$ cat src/rtl/out_port_pkg.sv
// Shared types and constants for the output-port frame assembler.
// Holds FSM states, control opcodes, port selects and status bit positions.
package out_port_pkg;

    typedef enum logic [1:0] {
        IDLE = 2'd0,
        FILL = 2'd1,
        FULL = 2'd2
    } state_t;

    localparam logic [3:0] OP_START     = 4'h1;
    localparam logic [3:0] OP_COMMIT    = 4'h2;
    localparam logic [3:0] OP_CLEAR_ERR = 4'hF;

    localparam logic SEL_DATA = 1'b0;
    localparam logic SEL_CTRL = 1'b1;

    localparam int ST_BIT_FULL  = 3;
    localparam int ST_BIT_BUSY  = 2;
    localparam int ST_BIT_OVF   = 1;
    localparam int ST_BIT_PROTO = 0;

endpackage

$ cat src/rtl/out_port_timeout.sv
// Idle watchdog: counts active cycles without a write, expires on count CYCLES-1.
// Latency: o_expire is combinational on the expiring cycle; no backpressure.
module out_port_timeout #(
    parameter int CYCLES = 1024
) (
    input  logic clock,
    input  logic resetb,
    input  logic i_active,
    input  logic i_kick,
    output logic o_expire
);

    localparam int CW = (CYCLES > 2) ? $clog2(CYCLES) : 1;

    logic [CW-1:0] r_cnt;
    logic          w_at_limit;

    assign w_at_limit = (r_cnt == CW'(CYCLES - 1));
    assign o_expire   = i_active && !i_kick && w_at_limit;

    always_ff @(posedge clock or negedge resetb) begin
        if (!resetb) begin
            r_cnt <= '0;
        end else if (!i_active || i_kick || o_expire) begin
            r_cnt <= '0;
        end else begin
            r_cnt <= r_cnt + CW'(1);
        end
    end

endmodule

$ cat src/rtl/out_port_assembler.sv
// Assembles CPU nibble writes into a word, committing to the pads atomically; OUT_PORT_TIMEOUT_EN adds idle abort.
// Latency: outputs/status update 1 cycle after the strobe; no backpressure, one write accepted per cycle.
module out_port_assembler
    import out_port_pkg::*;
#(
    parameter int                     NIBBLES        = 4,
    parameter logic [4*NIBBLES-1:0]   RESET_WORD     = '0,
    parameter int                     TIMEOUT_CYCLES = 1024
) (
    input  logic                   clock,
    input  logic                   resetb,
    input  logic                   wr_en,
    input  logic                   wr_sel,
    input  logic [3:0]             wr_data,
    output logic [4*NIBBLES-1:0]   out_word,
    output logic [4*NIBBLES-1:0]   out_oe,
    output logic                   commit_pulse,
    output logic [3:0]             status
);

    localparam int W  = 4 * NIBBLES;
    localparam int CW = $clog2(NIBBLES + 1);

    state_t          r_state;
    state_t          w_state_nxt;
    logic [W-1:0]    r_staging;
    logic [CW-1:0]   r_count;
    logic [W-1:0]    r_out_word;
    logic [W-1:0]    r_out_oe;
    logic            r_commit;
    logic            r_ovf_err;
    logic            r_proto_err;

    logic w_ctrl;
    logic w_start;
    logic w_commit;
    logic w_clear;
    logic w_data;
    logic w_last;
    logic w_do_commit;
    logic w_expire;

    assign w_ctrl      = wr_en && (wr_sel == SEL_CTRL);
    assign w_start     = w_ctrl && (wr_data == OP_START);
    assign w_commit    = w_ctrl && (wr_data == OP_COMMIT);
    assign w_clear     = w_ctrl && (wr_data == OP_CLEAR_ERR);
    assign w_data      = wr_en && (wr_sel == SEL_DATA);
    assign w_last      = (r_count == CW'(NIBBLES - 1));
    assign w_do_commit = w_commit && (r_state == FULL);

`ifdef OUT_PORT_TIMEOUT_EN
    out_port_timeout #(
        .CYCLES (TIMEOUT_CYCLES)
    ) u_timeout (
        .clock    (clock),
        .resetb   (resetb),
        .i_active (r_state != IDLE),
        .i_kick   (wr_en),
        .o_expire (w_expire)
    );
`else
    assign w_expire = 1'b0;
`endif

    always_ff @(posedge clock or negedge resetb) begin
        if (!resetb) begin
            r_state <= IDLE;
        end else begin
            r_state <= w_state_nxt;
        end
    end

    always_comb begin
        w_state_nxt = r_state;
        if (w_start) begin
            w_state_nxt = FILL;
        end else if (w_expire) begin
            w_state_nxt = IDLE;
        end else begin
            case (r_state)
                FILL:    if (w_data && w_last) w_state_nxt = FULL;
                FULL:    if (w_commit)         w_state_nxt = IDLE;
                default: w_state_nxt = r_state;
            endcase
        end
    end

    always_comb begin
        out_word                 = r_out_word;
        out_oe                   = r_out_oe;
        commit_pulse             = r_commit;
        status                   = 4'b0000;
        status[ST_BIT_FULL]      = (r_state == FULL);
        status[ST_BIT_BUSY]      = (r_state != IDLE);
        status[ST_BIT_OVF]       = r_ovf_err;
        status[ST_BIT_PROTO]     = r_proto_err;
    end

    always_ff @(posedge clock or negedge resetb) begin
        if (!resetb) begin
            r_staging <= '0;
            r_count   <= '0;
        end else if (w_start || w_expire) begin
            r_staging <= '0;
            r_count   <= '0;
        end else if (w_data && (r_state == FILL)) begin
            r_staging <= {r_staging[W-5:0], wr_data};
            r_count   <= r_count + CW'(1);
        end
    end

    // The pads only ever see a complete staged frame; partial frames stay internal.
    always_ff @(posedge clock or negedge resetb) begin
        if (!resetb) begin
            r_out_word <= RESET_WORD;
            r_out_oe   <= '0;
            r_commit   <= 1'b0;
        end else begin
            r_commit <= w_do_commit;
            if (w_do_commit) begin
                r_out_word <= r_staging;
                r_out_oe   <= '1;
            end
        end
    end

    always_ff @(posedge clock or negedge resetb) begin
        if (!resetb) begin
            r_ovf_err   <= 1'b0;
            r_proto_err <= 1'b0;
        end else if (w_clear) begin
            r_ovf_err   <= 1'b0;
            r_proto_err <= 1'b0;
        end else begin
            if (w_data && (r_state == FULL)) begin
                r_ovf_err <= 1'b1;
            end
            if ((w_data && (r_state == IDLE)) || (w_commit && (r_state == FILL)) || w_expire) begin
                r_proto_err <= 1'b1;
            end
        end
    end

endmodule

$ cat config.mk
export PLATFORM = sky130hd
export DESIGN_NAME = out_port_assembler
export DESIGN_NICKNAME = d
export VERILOG_FILES = /design/src/rtl/out_port_pkg.sv /design/src/rtl/out_port_timeout.sv /design/src/rtl/out_port_assembler.sv
export SDC_FILE = /design/constraint.sdc
export NUM_CORES = 1
export LEC_CHECK = 0
export CORE_MARGIN = 4
export CORE_UTILIZATION = 30
export DETAILED_ROUTE_END_ITERATION = 12
export PLACE_DENSITY = 0.6
export SYNTH_ARGS = -nofsm -noshare
export SYNTH_HDL_FRONTEND = slang
export SYNTH_SLANG_ARGS = --single-unit
$ cat constraint.sdc
create_clock -name clock -period 1.7 [get_ports clock]
set_input_delay 0.17 -clock clock [delete_from_list [all_inputs] [get_ports clock]]
set_output_delay 0.17 -clock clock [all_outputs]
set_load 0.02 [all_outputs]
==> metrics.txt <==
clock sink count 41; Mean Syn Cell Area 11.3 um2; Critical Path RT around 1.5 ns; # rows 28; first-pass GRT wire length roughly 6 mm; routability congestion estimate about 0.81; Hold/Removal Path Class in2async; drt total wl 3.61 mm; final setup violation count 0; Clock Latency Late Sink around 0.29 ns; RR Endpoint out_word[5]$_DFFE_PN0P_; Max-cap violations 0; crit path capture type output port; Static Leakage 1.19 nW; CP max FO 17; Final Non-Filler Cells 285; Worst-Margin Slew between 0.5 and 0.6 ns; Placed Area around 0.0024 mm2; Crit Path Category reg2out; 1st-pass router iterations 4; post-route minimum period ~1.6 ns; vias in the first global route roughly 1200; PwrDens between 1000 and 1500 mW/mm2; Worst slew margin 0.662; yosys warns 0; VDD IR-drop max slightly above 0.0005 V; CP Launch Point out_oe[0]$_DFFE_PN0P_; worst r2r src r_state[0]$_DFFE_PN0P_; status finished, final reports clean; met3 Track Usage GR 0.0295; met1 GRT Util 0.141; Cell variety after synth 28; Hold Slack around 0.46 ns; core area 0.00596 mm2; DP Wirelength roughly 2.6 mm; die area about 0.0075 mm2; Finished Core Util 0.429; grt met2 use 0.153; max-slew violation count 0; CTS Buf Count 5; area share of the largest cell type after synthesis 0.556; CP max stage cell clkdlybuf4s50_1; final instance area ~0.0026 mm2; final period utilization 0.941; clk_skew 0.00517 ns; critical path launch point type flop; IO Pins between 40 and 50; Syn Nets ~170; area grow syn2layout 38.4%; Setup WS pre-CTS -0.177 ns; fill count 582; gr busiest metal met2; grt total ovfl 0; Post-Syn Area approximately 0.0018 mm2; Hold Fails Final Rpt 0; pin count of the biggest net entering global routing between 40 and 50; Synth Register Bits between 40 and 50; Clock Tree Buf Depth 2; initial antenna violation count 0; root buf cell clkbuf_8; Reg2Reg Depth 4; GRT Total Usage 0.102; routed vias 1255; setup TNS 0 ns; Initial Util 0.310; CP max stage delay 0.65 ns; cell taking the most area after synthesis dfrtp_1; CP Data Arrival Time about 1.4 ns; Placed Cells 276; post-route setup slack 0.0996 ns; Port-buffer cells 44; Area contributors post-synth dfrtp_1, nand2_1, buf_4; Detail Route Antenna Nets 0; final routed DRC violation total 0; Clock transition at path regs around 0.09 ns; DR vias/cell 4.40; register area share after synthesis 0.556; DRT iter0 DRCs 45; critical path depth 1; crit path cell chain clkdlybuf4s50_1; # diodes 0; Buf/Inv on CP 1; overall power about 3.1 mW; Fmax around 0.62 GHz; nets about 220; TritonCTS clock tree yes; RSZ-0062 raised after global routing no; share of cells above drive strength 1 0.238; Die Width 86.4 um; Die Y 86.4 um; R2R setup slack 0.16 ns; wire per inst between 10 and 15 um; cell family with most CP delay buffers and inverters; Setup Fix Bufs, Post-CTS 0; H-tree Lvls 2; Synth Instances 163
==> synthesized netlist by cell type <==
master	n
nor4bb_1	1
nand2b_1	1
nand4bb_1	1
mux2_4	8
nand3_1	2
clkbuf_1	4
mux2_2	8
inv_1	4
buf_8	1
a21o_1	1
dfrtp_1	41
nand4b_2	1
buf_2	2
or4_1	1
nand2_1	35
o31ai_1	2
or2_2	1
buf_4	17
nor4b_4	1
ha_1	2
and2b_1	2
a211oi_1	1
o21ai_0	2
nor2_1	4
o41ai_1	1
a21oi_1	17
xnor2_1	1
nor4_1	1
==> worst register-to-register path, cell delays in order, from the launching register on <==
cell     delay, ns
dfrtp_1       0.38
and2b_2       0.24
nor4b_4       0.25
buf_12        0.20
mux2_2        0.35
==> worst max-delay path by stage <==
stage,slack (ns),to
after floorplan,-0.11,out_word[10]$_DFFE_PN0P_
final,0.1,out_oe[15]
after detailed placement,-0.18,out_word[0]$_DFFE_PN0P_
after CTS,0.06,out_oe[15]
after global routing,0.001,out_oe[15]
after global placement,-0.15,out_word[1]$_DFFE_PN0P_
==> power breakdown <==
part | internal, mW | switching [mW] | leakage (nW)
clock | 0.591 | 0.347 | 0.0687
combinational | 0.418 | 0.400 | 0.577
sequential | 1.22 | 0.162 | 0.543
==> final cells by class <==
class,count,area [um2],share of cell area
multi-input cells,94,658,0.258
flip-flops and latches,41,1030,0.402
repair buffers,63,621,0.243
well taps,75,93.8,0.0368
inverters,4,15.0,0.00588
clock inverters,3,68.8,0.0270
clock buffers,5,68.8,0.0270
==> cells by family after synthesis <==
| logic type | count (synthesis) | share of synthesized area |
|---|---|---|
| and+or+nand+nor | 51 | 0.140 |
| DFF | 41 | 0.556 |
| buffers and inverters | 28 | 0.0990 |
| AOI/OAI and AO/OA | 24 | 0.0726 |
| muxes | 16 | 0.114 |
| adders and majority gates | 2 | 0.0136 |
| xor gates and xnor gates | 1 | 0.00475 |
==> flip-flops by register name (all words and copies together) (netlist names) <==
name,count
out_word,16
r_state,2
r_staging,16
r_ovf_err,1
commit_pulse,1
r_proto_err,1
out_oe,1
r_count,3
==> placed cells by master (no fill, tap or decap), types with 2 or more instances in the layout <==
master / n
dfrtp_1: 40
clkdlybuf4s50_1: 39
nand2_1: 35
a21oi_1: 17
buf_4: 15
mux2_4: 8
mux2_2: 8
clkbuf_8: 5
nor2_1: 4
inv_1: 4
buf_12: 3
nand3_1: 2
o31ai_1: 2
o21ai_0: 2
ha_1: 2
bufinv_16: 2
dlymetal6s2s_1: 2
dlygate4sd2_1: 2
==> metal layers <==
layer	part of all wire	vias to the layer above	routed length [um]
li1	-	621	-
met1	0.45	587	1640
met2	0.46	43	1670
met3	0.069	4	249
met4	0.012	0	42
met5	0	-	0
==> timing repair <==
action / 4_1_cts / 5_1_grt
hold buffers: 1 / 0
hold endpoints to repair: 41 / 0
gates resized for setup: 3 / 2
setup endpoints to repair: 18 / 5
cloned: 0 / 0
Power figures use the tool's default switching activity.
